`config.mk`:
```
export PLATFORM = sky130hd
export DESIGN_NAME = seq_match_ctrl
export DESIGN_NICKNAME = d
export VERILOG_FILES = /design/src/rtl/seq_match_ctrl.sv
export SDC_FILE = /design/constraint.sdc
export NUM_CORES = 1
export LEC_CHECK = 0
export CAP_MARGIN = 40
export CORE_MARGIN = 2
export CORE_UTILIZATION = 53
export DETAILED_ROUTE_END_ITERATION = 6
export GPL_ROUTABILITY_DRIVEN = 0
export HOLD_SLACK_MARGIN = 0.03
export PLACE_DENSITY_LB_ADDON = 0.05
export SKIP_LAST_GASP = 1
export SYNTH_ARGS = -nofsm -noshare
export SYNTH_HDL_FRONTEND = slang
export SYNTH_SLANG_ARGS = --single-unit
```
`constraint.sdc`:
```
create_clock -name clk -period 2.82 [get_ports clk]
set_input_delay 0.564 -clock clk [delete_from_list [all_inputs] [get_ports clk]]
set_output_delay 0.564 -clock clk [all_outputs]
set_load 0.1 [all_outputs]
```
`src/rtl/seq_match_ctrl.sv`:
```
// Programmable bit-serial pattern-match controller: holds pattern/len/overlap/target,
// detects the pattern on a qualified 1-bit stream, counts matches and signals completion.
module seq_match_ctrl #(
   parameter int MAX_LEN = 8,
   parameter int LEN_W   = 5,
   parameter int CNT_W   = 8
) (
   input  logic               clk,
   input  logic               rst,
   input  logic               cfg_valid,
   output logic               cfg_ready,
   input  logic [MAX_LEN-1:0] cfg_pattern,
   input  logic [LEN_W-1:0]   cfg_len,
   input  logic               cfg_overlap,
   input  logic [CNT_W-1:0]   cfg_target,
   output logic               cfg_err,
   input  logic               start,
   input  logic               abort,
   input  logic               in_valid,
   input  logic               in,
   output logic               match,
   output logic [CNT_W-1:0]   match_count,
   output logic               busy,
   output logic               done,
   output logic [1:0]         fsm_state
);

   typedef enum logic [1:0] {
      IDLE = 2'd0,
      CFGD = 2'd1,
      RUN  = 2'd2,
      DONE = 2'd3
   } state_t;

   state_t             state;
   logic [MAX_LEN-1:0] pat_q;
   logic [LEN_W-1:0]   len_q;
   logic               ovl_q;
   logic [CNT_W-1:0]   tgt_q;
   logic [MAX_LEN-1:0] shreg;
   logic [LEN_W-1:0]   fill;
   logic [CNT_W-1:0]   count_q;
   logic               err_q;

   logic [MAX_LEN-1:0] mask;
   logic [MAX_LEN-1:0] window;
   logic [LEN_W:0]     fill_p1;
   logic               fill_ok;
   logic [LEN_W-1:0]   fill_next;
   logic               pat_hit;
   logic [CNT_W-1:0]   cnt_inc;
   logic               len_legal;

   always_comb begin
      mask = '0;
      for (int i = 0; i < MAX_LEN; i++) begin
         mask[i] = (i < int'(len_q));
      end
   end

   // The completing bit is not yet in shreg, so the window appends it combinationally.
   assign window    = {shreg[MAX_LEN-2:0], in};
   assign fill_p1   = {1'b0, fill} + {{LEN_W{1'b0}}, 1'b1};
   assign fill_ok   = (fill_p1 >= {1'b0, len_q});
   assign fill_next = fill_ok ? len_q : fill_p1[LEN_W-1:0];
   assign pat_hit   = (((window ^ pat_q) & mask) == '0);
   assign cnt_inc   = count_q + {{(CNT_W-1){1'b0}}, 1'b1};
   assign len_legal = (cfg_len != '0) && (cfg_len <= LEN_W'(MAX_LEN));

   // abort and start both pre-empt the stream bit of the same cycle.
   assign match = (state == RUN) && in_valid && !abort && !start && fill_ok && pat_hit;

   assign cfg_ready   = (state != RUN);
   assign busy        = (state == RUN);
   assign done        = (state == DONE);
   assign cfg_err     = err_q;
   assign match_count = count_q;
   assign fsm_state   = state;

   always_ff @(posedge clk or posedge rst) begin
      if (rst) begin
         state   <= IDLE;
         pat_q   <= '0;
         len_q   <= '0;
         ovl_q   <= 1'b0;
         tgt_q   <= '0;
         shreg   <= '0;
         fill    <= '0;
         count_q <= '0;
         err_q   <= 1'b0;
      end else begin
         err_q <= 1'b0;
         if (state != RUN && cfg_valid) begin
            if (len_legal) begin
               pat_q <= cfg_pattern;
               len_q <= cfg_len;
               ovl_q <= cfg_overlap;
               tgt_q <= cfg_target;
               state <= CFGD;
            end else begin
               err_q <= 1'b1;
            end
         end
         case (state)
            CFGD, DONE: begin
               if (state == DONE && abort) begin
                  state <= CFGD;
                  fill  <= '0;
               end else if (start) begin
                  state   <= RUN;
                  count_q <= '0;
                  fill    <= '0;
               end
            end
            RUN: begin
               if (abort) begin
                  state <= CFGD;
                  fill  <= '0;
               end else if (start) begin
                  count_q <= '0;
                  fill    <= '0;
               end else if (in_valid) begin
                  shreg <= window;
                  if (match) begin
                     if (!(&count_q)) count_q <= cnt_inc;
                     fill <= ovl_q ? fill_next : '0;
                     if (tgt_q != '0 && cnt_inc == tgt_q) state <= DONE;
                  end else begin
                     fill <= fill_next;
                  end
               end
            end
            default: ;
         endcase
      end
   end

endmodule

```
After elaboration in Yosys (flattened, before gate mapping):

Index checks and enable logic that the tools add are counted.
Widths: inputs -> output; s select.

* magnitude comparators: 10
* equal/unequal tests: 13
* bitwise logic cells: 4
* muxes and demuxes: 29
* reduce and logical (&&, ||, !) cells: 21
* $add $sub $neg: 2

Operator list (count)
* $mux 8: 7
* $mux 5: 8
* $lt 3x5->1 const A: 4
* $mux 2: 9
* $pmux 8 s2: 1
* $ne 3x3->1 const B: 4
* $lt 1x5->1 const A: 2
* $lt 2x5->1 const A: 2
* $pmux 5 s2: 1
* $logic_and 1x1->1: 9
* $add 8x1->8 const B: 1
* $and 8x8->8: 1
* $eq 8x8->1: 1
* $logic_not 8->1: 1
* $ne 2x2->1 const B: 4
* $reduce_and 8->1: 1
* $reduce_bool 8->1: 1
* $xor 8x8->8: 1
* $reduce_and 7->1: 1
* $add 5x1->6 const B: 1
* $ge 6x5->1: 1
* $le 5x4->1 const B: 1
* $reduce_bool 5->1: 1
* $eq 2x2->1 const B: 2
* other kinds (11): 14

* bits in registers: 45
* word-level logic and storage cells: 88
* bits of input ports: 29
* output and inout port bits: 15

Logic depth before layout (Yosys ltp):

Gate-level depths: netlist of run 1.

* depth in word-level cells: 11
* depth in mapped cells: 10

Worst setup path before layout of run 1:

No wires, ideal clock.

* path type: register to output
* start: register state[1] (netlist: fsm_state[1])
* end: output match
* data arrival time: 3.179 ns
* required time: 2.256 ns
* setup slack: -0.923 ns
* cell stages (with the launch flop): 8
* cells stage by stage: dfrtp_1 -> nand2b_1 -> buf_6 -> nor4b_4 -> o2111ai_2 -> a211oi_4 -> nand2_1 -> inv_1

* word-level cells in the longest chain between the ends: 6

RTL lines
* start, declared: line 35 `state_t state;`
* start signal, assigned: line 82 `state <= IDLE;`
* start signal, assigned: line 99 `state <= CFGD;`
* start signal, assigned: line 107 `state <= CFGD;`
* $eq 2x2->1: line 71 `assign match = (state == RUN) && in_valid && !abort && !start && fill_ok && pat_hit;`
* $logic_and 1x1->1 (5 in series): line 71
* end, declared: line 21 `output logic match,`

Every way passes these cells.

Final worst setup path of run 1:

* start: register fill[2]
* end: output match

* word-level cells in the longest chain between the ends: 4

RTL lines
* start, declared: line 41 `logic [LEN_W-1:0] fill;`
* start signal, assigned: line 126 `fill <= ovl_q ? fill_next : '0;`
* start signal, assigned: line 129 `fill <= fill_next;`
* $add 5x1->6: line 63 `assign fill_p1 = {1'b0, fill} + {{LEN_W{1'b0}}, 1'b1};`
* $ge 6x5->1: line 64 `assign fill_ok = (fill_p1 >= {1'b0, len_q});`
* $logic_and 1x1->1 (2 in series): line 71

Every way passes these cells.

==> reports/metrics.cfg, run 1 <==
[detailed_routing]
avgRoutedWirePerCell_um = 15.1
vias = 2121
drtIter0Drc = 106
ant_nets = 0
avgViaCountPerCell = 5.66
first_pass_iters = 4
wl_um = 5660
drc = 0

[global_route]
busiest_layer = met2
grt_max_degree = 46
grt_pass1_vias = 2071
antenna_found_initial = 0
grt_usage = 0.232
grt_pass1_wl_um = 9720
globalRouteMet2Util = 0.372
grt.overflow.total = 0
use_met3 = 0.0398
use_met1 = 0.317

[yosys]
synth_edf_count = 0
syn_nets = 285
syn_area_sq_mm = 0.00258
synth_seq_area_share = 0.436
yosys_warnings = 0
syn_avg_cell_area_sq_um = 10.4
syn-instance-count = 249
synthFlopType = dfrtp_1
ys_seq_elements = 45
ys_types = 48
async_reset_ff_frac = 1.00

[floorplanning]
io_pins = 44
fp.dieW_um = 73.8
dieArea_sq_mm = 0.00545
initial_core_util = 0.547
placeableCoreArea_sq_mm = 0.00472
die_y_um = 73.8
fp-row-count = 25

[clock_network]
root_buffer = clkbuf_8
htreeDepth = 2
cts_inserted_buffers = 5
cts_buffer_depth = 2
ctsHoldBuffers = 0
cts_tree = built
cts_sinks = 45
path_clk_slew_ns = 0.09
clk_latency_ns = 0.31

[timing]
slew_viol_final = 0
skew_ns = 0.00840
hold-worst-slack_ns = 0.540
fin_crit_ns = 2.97
rsz0062_at_grt = yes
setup_tns_ns = -0.154
timing.final.ws_setup_ns = -0.154
hold_viol_final = 0
setup_viol = 1
post-route-period-util = 1.05
relSlewSlack = 0.479
worstMarginPinSlew_ns = 0.774
max_freq_mhz = 336

[finish]
fillCellCount = 375
drive_above_1_share = 0.263
n_antenna_cell = 0
stdcell_area_sq_mm = 0.00335
final_common_cell = dfrtp_1
areaGrowthSynthToFinish_pct = 29.8
mostFrequentLayoutCells = dfrtp_1, clkdlybuf4s50_1, buf_4
fin_nets = 343
stdcell_count = 375

[run_status]
outcome = finished with violations
violations = negative setup slack

[min_path]
hold_path.class = reg -> reg

[worst_setup_path]
end_kind = output port
startpoint_type = flop
timing.reg2reg.setup_slack_ns = 0.15
worstPathArrival_ns = 2.41
path_class = reg -> out
path_max_fanout = 2
crit_required_ns = 2.26

[power]
power_density_mw_per_mm2 = 914
p_leak_uw = 0.00145
ir_drop_mv = 0.574

[placement]
numPortBuffers = 43
place_ws_ns = 0.0507
dp_cells = 363
hpwl_um = 4130
placed_area_sq_mm = 0.00316

[run]
cap_violations = 0

-- cells by family after synthesis --
logic type | synth area share
compound gates | 0.185
simple gates | 0.134
flops | 0.436
mux | 0.105
xor+xnor | 0.0780
buf+inv | 0.0291
fa+ha+maj | 0.0339
-- routing by layer --
layer  up-vias  share of wire
li1       1033              -
met1      1023           0.46
met2        56           0.48
met3         9          0.039
met4         0          0.016
met5         -              0
-- Yosys cell counts, types with 2 or more instances --
cell type | instances | area (sq um)
nand3_1 | 12 | 60.1
a31o_2 | 3 | 26.3
dfrtp_1 | 45 | 1130
nor2_1 | 11 | 41.3
and2_1 | 2 | 12.5
buf_6 | 2 | 22.5
a21oi_1 | 19 | 95.1
nor3_1 | 4 | 20.0
nor2b_1 | 3 | 18.8
xnor2_1 | 15 | 131
a211o_1 | 2 | 17.5
xor2_1 | 8 | 70.1
a31oi_1 | 8 | 50.1
nand2b_1 | 2 | 12.5
and3_1 | 4 | 25.0
or4_1 | 2 | 15.0
nor4_1 | 2 | 12.5
ha_1 | 7 | 87.6
mux2_2 | 24 | 270
a21o_1 | 2 | 15.0
inv_1 | 11 | 41.3
clkbuf_1 | 3 | 11.3
o21ai_0 | 19 | 95.1
a211oi_1 | 3 | 22.5
nand2_1 | 13 | 48.8
-- where the power goes --
group          total (uW)  switching (uW)  leakage (uW)  internal (uW)
Sequential           1060             205      0.000575            851
Clock                 592             235     0.0000687            357
Combinational        1420             855      0.000808            564
Total                3070            1300       0.00145           1770
-- critical path: stages, from the launching register on --
cell and delay (ns):
dfrtp_1 0.42, and3_4 0.20, xor2_2 0.15, ha_1 0.30
a21o_1 0.18, a21oi_1 0.15, o21a_1 0.20, a211oi_4 0.08
nand2_2 0.12, clkinvlp_4 0.12, buf_12 0.18
-- path summary, 6_finish.rpt --
kind,startpoint,end,cells after the start
worst max-delay path,fill[2],match,10
worst min-delay path,pat_q[2],pat_q[2],1
worst max register to register,fill[1],fill[2],10
worst min register to register,pat_q[2],pat_q[2],1
max in group asynchronous,rst,fsm_state[0],3
min in group asynchronous,rst,len_q[4],3
-- state kept, by name, indices dropped and copies added (netlist names) --
signal       cells
match_count      8
tgt_q            8
pat_q            8
shreg            7
fsm_state        2
cfg_err          1
ovl_q            1
len_q            5
fill             5
-- repair_timing --
| action | CTS | global route |
|---|---|---|
| resized for setup | 5 | 1 |
| setup endpoints to repair | 1 | 2 |
| buffers inserted | 3 | 1 |
| pin swaps | 6 | 0 |
-- through the flow --
step / util / total power [uW]
after floorplan: - / 2110
after global placement: 0.669 / 2450
after detailed placement: 0.669 / 2470
after CTS: 0.708 / 3070
after global routing: 0.710 / 3270
final: 0.710 / 3070
-- final cells by class --
class	count	area, sq um	share of cell area
multi-input combinational	188	1430	0.425
tap	67	83.8	0.0250
clock inverter	3	68.8	0.0205
inverter	11	45.0	0.0134
clock buffer	5	68.8	0.0205
sequential	45	1130	0.338
timing repair buffer	56	528	0.157
(Power assumes the default switching activity.)
==> run 2: changes to the inputs <==
--- a/config.mk
+++ b/config.mk
@@ -6,6 +6,7 @@
 export NUM_CORES = 1
 export LEC_CHECK = 0
 export CAP_MARGIN = 40
+export CORE_ASPECT_RATIO = 0.8
 export CORE_MARGIN = 2
 export CORE_UTILIZATION = 53
 export DETAILED_ROUTE_END_ITERATION = 6
==> run 2 against run 1 <==
The flow still finishes with violations (negative setup slack). Maximum frequency is 0.36% lower. Register-to-register slack hardly changed. Global-route usage is 0.81 points higher. Hold slack worse by 0.0040 ns. Wire length is 4.8% higher. Die area hardly changed.
==> reports/metrics.cfg, run 2 (synthesized netlist as in run 1, its figures left out) <==
[floorplanning]
die_y_um = 66.4
fp-row-count = 22
fp.dieW_um = 82.0
placeableCoreArea_sq_mm = 0.00465
dieArea_sq_mm = 0.00545
io_pins = 44
initial_core_util = 0.555

[timing]
relSlewSlack = 0.465
timing.final.ws_setup_ns = -0.164
max_freq_mhz = 335
worstMarginPinSlew_ns = 0.798
rsz0062_at_grt = yes
post-route-period-util = 1.06
hold-worst-slack_ns = 0.536
slew_viol_final = 0
setup_viol = 1
hold_viol_final = 0
fin_crit_ns = 2.98
skew_ns = 0.00649

[worst_setup_path]
crit_required_ns = 2.26
end_kind = output port
startpoint_type = flop
worstPathArrival_ns = 2.42
path_max_fanout = 3
path_class = reg -> out

[global_route]
grt_pass1_wl_um = 9840
antenna_found_initial = 0
grt_max_degree = 29
grt_usage = 0.240
grt.overflow.total = 0
grt_pass1_vias = 2027

[power]
p_leak_uw = 0.00146
p_comb_frac = 0.494
pwr-share-seq = 0.355
clkPwrFrac = 0.151
switching_share = 0.448
ir_drop_mv = 0.713
power.internal_uw = 1640
power_uw = 2960
p_switching_uw = 1330
power_density_mw_per_mm2 = 884

[clock_network]
cts_buffer_depth = 2
htreeDepth = 2
cts_sinks = 45
cts_tree = built
path_clk_slew_ns = 0.09
root_buffer = clkbuf_8
cts_inserted_buffers = 5
clk_latency_ns = 0.31

[finish]
n_antenna_cell = 0
final_common_cell = dfrtp_1
final_core_util = 0.721
areaGrowthSynthToFinish_pct = 29.8
fillCellCount = 369
fin_nets = 349
drive_above_1_share = 0.277
stdcell_area_sq_mm = 0.00335
mostFrequentLayoutCells = dfrtp_1, buf_4, clkdlybuf4s50_1

[detailed_routing]
drc = 0
wl_um = 5930
avgViaCountPerCell = 5.69
drtIter0Drc = 124
vias = 2128
avgRoutedWirePerCell_um = 15.8
ant_nets = 0
first_pass_iters = 4

[placement]
placed_area_sq_mm = 0.00316
hpwl_um = 4430
numPortBuffers = 43
place_ws_ns = 0.0555

[run_status]
violations = negative setup slack
outcome = finished with violations

[min_path]
hold_path.class = reg -> reg

[run]
cap_violations = 0

-- run 2: cell count changes in the layout (fill, tap and decap cells not counted) --
| cell | change |
|---|---|
| bufinv_16 | -2 |
| clkbuf_8 | +1 |
| buf_4 | +6 |
| clkinv_4 | +1 |
-- run 2: path summary, 6_finish.rpt --
path / end / startpoint / slack [ns] / cells past startpoint
worst max register to register: fill[2] / fill[0] / 0.15 / 12
min in group asynchronous: pat_q[5] / rst / 0.60 / 2
max in group asynchronous: fsm_state[0] / rst / 1.66 / 3
worst min-delay path: pat_q[4] / pat_q[4] / 0.54 / 1
worst max-delay path: match / fill[0] / -0.16 / 10
worst min register to register: pat_q[4] / pat_q[4] / 0.54 / 1
-- run 2: final cells by class --
cell class	count	area (sq um)	share of cell area
clock buffers	6	82.6	0.0246
clock inverters	2	17.5	0.00523
inverters	11	45.0	0.0134
multi-input cells	188	1430	0.425
flip-flops and latches	45	1130	0.338
well taps	60	75.1	0.0224
repair buffers	62	573	0.171
-- run 2: power by group through the flow --
stage,clock network (uW),registers (uW),logic [uW]
6_report,446,1050,1460
3_3_place_gp,0,1050,1400
2_1_floorplan,0,1140,970
5_1_grt,485,1080,1600
3_5_place_dp,0,1070,1430
4_1_cts,455,1050,1450
-- run 2: through the flow --
step                      std cells  TNS (ns)
after floorplan                 249    -0.267
after global placement          358         0
after detailed placement        358         0
after CTS                       371    -0.107
after global routing            374    -0.276
final                           374    -0.164
-- run 2: repair_timing --
item	4_1_cts	5_1_grt
hold buffers	0	0
endpoints found under the setup margin	1	1
resized for setup	5	1
pin swaps	10	4
setup buffers	5	3
-- run 2: metal layers --
metal | part of all wire | up-vias | track usage | wire (um)
met5 | 0 | - | 0 | 0
met4 | 0.0096 | 0 | 0.0792 | 57
met3 | 0.062 | 7 | 0.0533 | 369
met2 | 0.44 | 62 | 0.361 | 2630
met1 | 0.48 | 1012 | 0.343 | 2870
li1 | - | 1047 | - | -
-- run 2: critical path, stage by stage, from the launching register on --
cell	delay, ns
dfrtp_1	0.40
ha_2	0.21
nand3_2	0.08
xnor2_2	0.16
ha_1	0.30
nand3_1	0.06
o21a_1	0.21
a211oi_4	0.28
nand2_2	0.11
clkinvlp_4	0.13
buf_12	0.17
==> run 3: changes to the inputs <==
--- a/config.mk
+++ b/config.mk
@@ -5,9 +5,9 @@
 export SDC_FILE = /design/constraint.sdc
 export NUM_CORES = 1
 export LEC_CHECK = 0
+export ABC_CLOCK_PERIOD_IN_PS = 2820
 export CAP_MARGIN = 40
 export CORE_ASPECT_RATIO = 0.8
-export CORE_MARGIN = 2
 export CORE_UTILIZATION = 53
 export DETAILED_ROUTE_END_ITERATION = 6
 export GPL_ROUTABILITY_DRIVEN = 0
==> run 3 against run 2 <==
The run still ends with negative setup slack left. Register-to-register slack gained 0.04 ns. Core utilization shrank 0.60 points. Combinational power is essentially flat. Worst setup slack gained 0.055 ns. Clock-buffer cell count is the same. Maximum frequency grew 1.9%. Largest cell class unchanged. Highest routed layer unchanged.
==> reports/metrics.cfg, run 3 (synthesized netlist as in run 1, its figures left out) <==
[run_status]
outcome = finished with violations
violations = negative setup slack

[power]
p_comb_frac = 0.499
p_leak_uw = 0.00142
power_density_mw_per_mm2 = 876
switching_share = 0.447
power.internal_uw = 1600
ir_drop_mv = 0.580
clkPwrFrac = 0.138
pwr-share-seq = 0.362
p_switching_uw = 1300
power_uw = 2900

[detailed_routing]
drc = 0
wl_um = 5500
drtIter0Drc = 122
avgViaCountPerCell = 5.61
first_pass_iters = 4
avgRoutedWirePerCell_um = 14.9
vias = 2077
ant_nets = 0

[timing]
post-route-period-util = 1.04
slew_viol_final = 0
hold-worst-slack_ns = 0.533
max_freq_mhz = 341
worstMarginPinSlew_ns = 0.748
fin_crit_ns = 2.93
timing.final.ws_setup_ns = -0.109
skew_ns = 0.00640
hold_viol_final = 0
setup_viol = 1
relSlewSlack = 0.498
rsz0062_at_grt = yes
setup_tns_ns = -0.109

[worst_setup_path]
startpoint_type = flop
crit_required_ns = 2.26
reg2reg_depth = 10
end_kind = output port
r2r_end = fill[3]
path_max_fanout = 4
reg2reg_from = fill[0]
timing.reg2reg.setup_slack_ns = 0.19
path_class = reg -> out
worstPathArrival_ns = 2.37

[floorplanning]
initial_core_util = 0.558
dieArea_sq_mm = 0.00516
die_y_um = 64.4
fp-row-count = 22
io_pins = 44
fp.dieW_um = 80.0
placeableCoreArea_sq_mm = 0.00462

[clock_network]
cts_sinks = 45
htreeDepth = 2
clk_latency_ns = 0.30
path_clk_slew_ns = 0.08
ctsHoldBuffers = 0
cts_buffer_depth = 2
root_buffer = clkbuf_8
cts_tree = built
cts_inserted_buffers = 5

[min_path]
min_from = pat_q[2]
whs_endpoint = pat_q[2]
hold_path.class = reg -> reg
min_path_cells = 1

[global_route]
grt_pass1_vias = 2004
grt_usage = 0.244
grt.overflow.total = 0
grt_max_degree = 29
antenna_found_initial = 0
grt_pass1_wl_um = 9580

[placement]
hpwl_um = 4120
placed_area_sq_mm = 0.00316
numPortBuffers = 43
place_ws_ns = 0.0299

[finish]
mostFrequentLayoutCells = dfrtp_1, clkdlybuf4s50_1, buf_4
final_common_cell = dfrtp_1
n_antenna_cell = 0
drive_above_1_share = 0.261
stdcell_area_sq_mm = 0.00330
multi_input_area_sq_mm = 0.00142
seqCellArea_sq_mm = 0.00113
fillCellCount = 375
fin_nets = 345
areaGrowthSynthToFinish_pct = 28.0

[run]
cap_violations = 0

[run 3: worst max-delay path, cell delays in order, from the launching register on]
cell	delay, ns
dfrtp_1	0.42
ha_2	0.19
buf_4	0.13
xor2_2	0.15
ha_1	0.28
nand3_1	0.06
o21a_1	0.21
a211oi_4	0.23
nand2_2	0.10
clkinvlp_4	0.12
buf_12	0.17
[run 3: area by class of cell]
type                            count  share of cell area
Clock inverter                      2             0.00454
Inverter                           11              0.0136
Clock buffer                        6              0.0220
Timing Repair Buffer               58               0.164
Tap cell                           60              0.0227
Sequential cell                    45               0.343
Multi-Input combinational cell    188               0.430
[run 3: per-stage QoR]
stage                util  instances
finish              0.715        370
global route        0.715        370
CTS                 0.710        369
detailed placement  0.683        357
global placement    0.683        357
floorplan               -        249
[run 3: how the worst max path moves through the flow]
stage	startpoint	end	slack, ns	cells after the start
CTS	fill[0]	match	-0.13	10
global route	fill[0]	match	-0.31	10
detailed placement	abort	match	0.03	7
finish	fill[0]	match	-0.11	10
global placement	abort	match	0.09	7
floorplan	fsm_state[0]	match	-0.27	7
[run 3: power groups by stage]
stage / clock network (uW) / registers, uW / logic, uW
after global placement: 0 / 1050 / 1400
after detailed placement: 0 / 1060 / 1420
after global routing: 431 / 1080 / 1570
after floorplan: 0 / 1140 / 970
final: 400 / 1050 / 1450
after CTS: 410 / 1050 / 1440
[run 3: repair_timing]
item                                    4_1_cts  5_1_grt
setup buffers                                 4        1
pin swaps                                     2        0
resized for setup                             2        3
hold endpoints to repair                      0        0
endpoints found under the setup margin        1        4
[run 3: metal layers]
metal  global-route usage  routed length (um)  vias up
li1                     -                   -     1040
met2                0.354                2360       61
met1                0.371                2830      971
met3               0.0423                 250        5
met4               0.0737                  49        0
met5                    0                   0        -
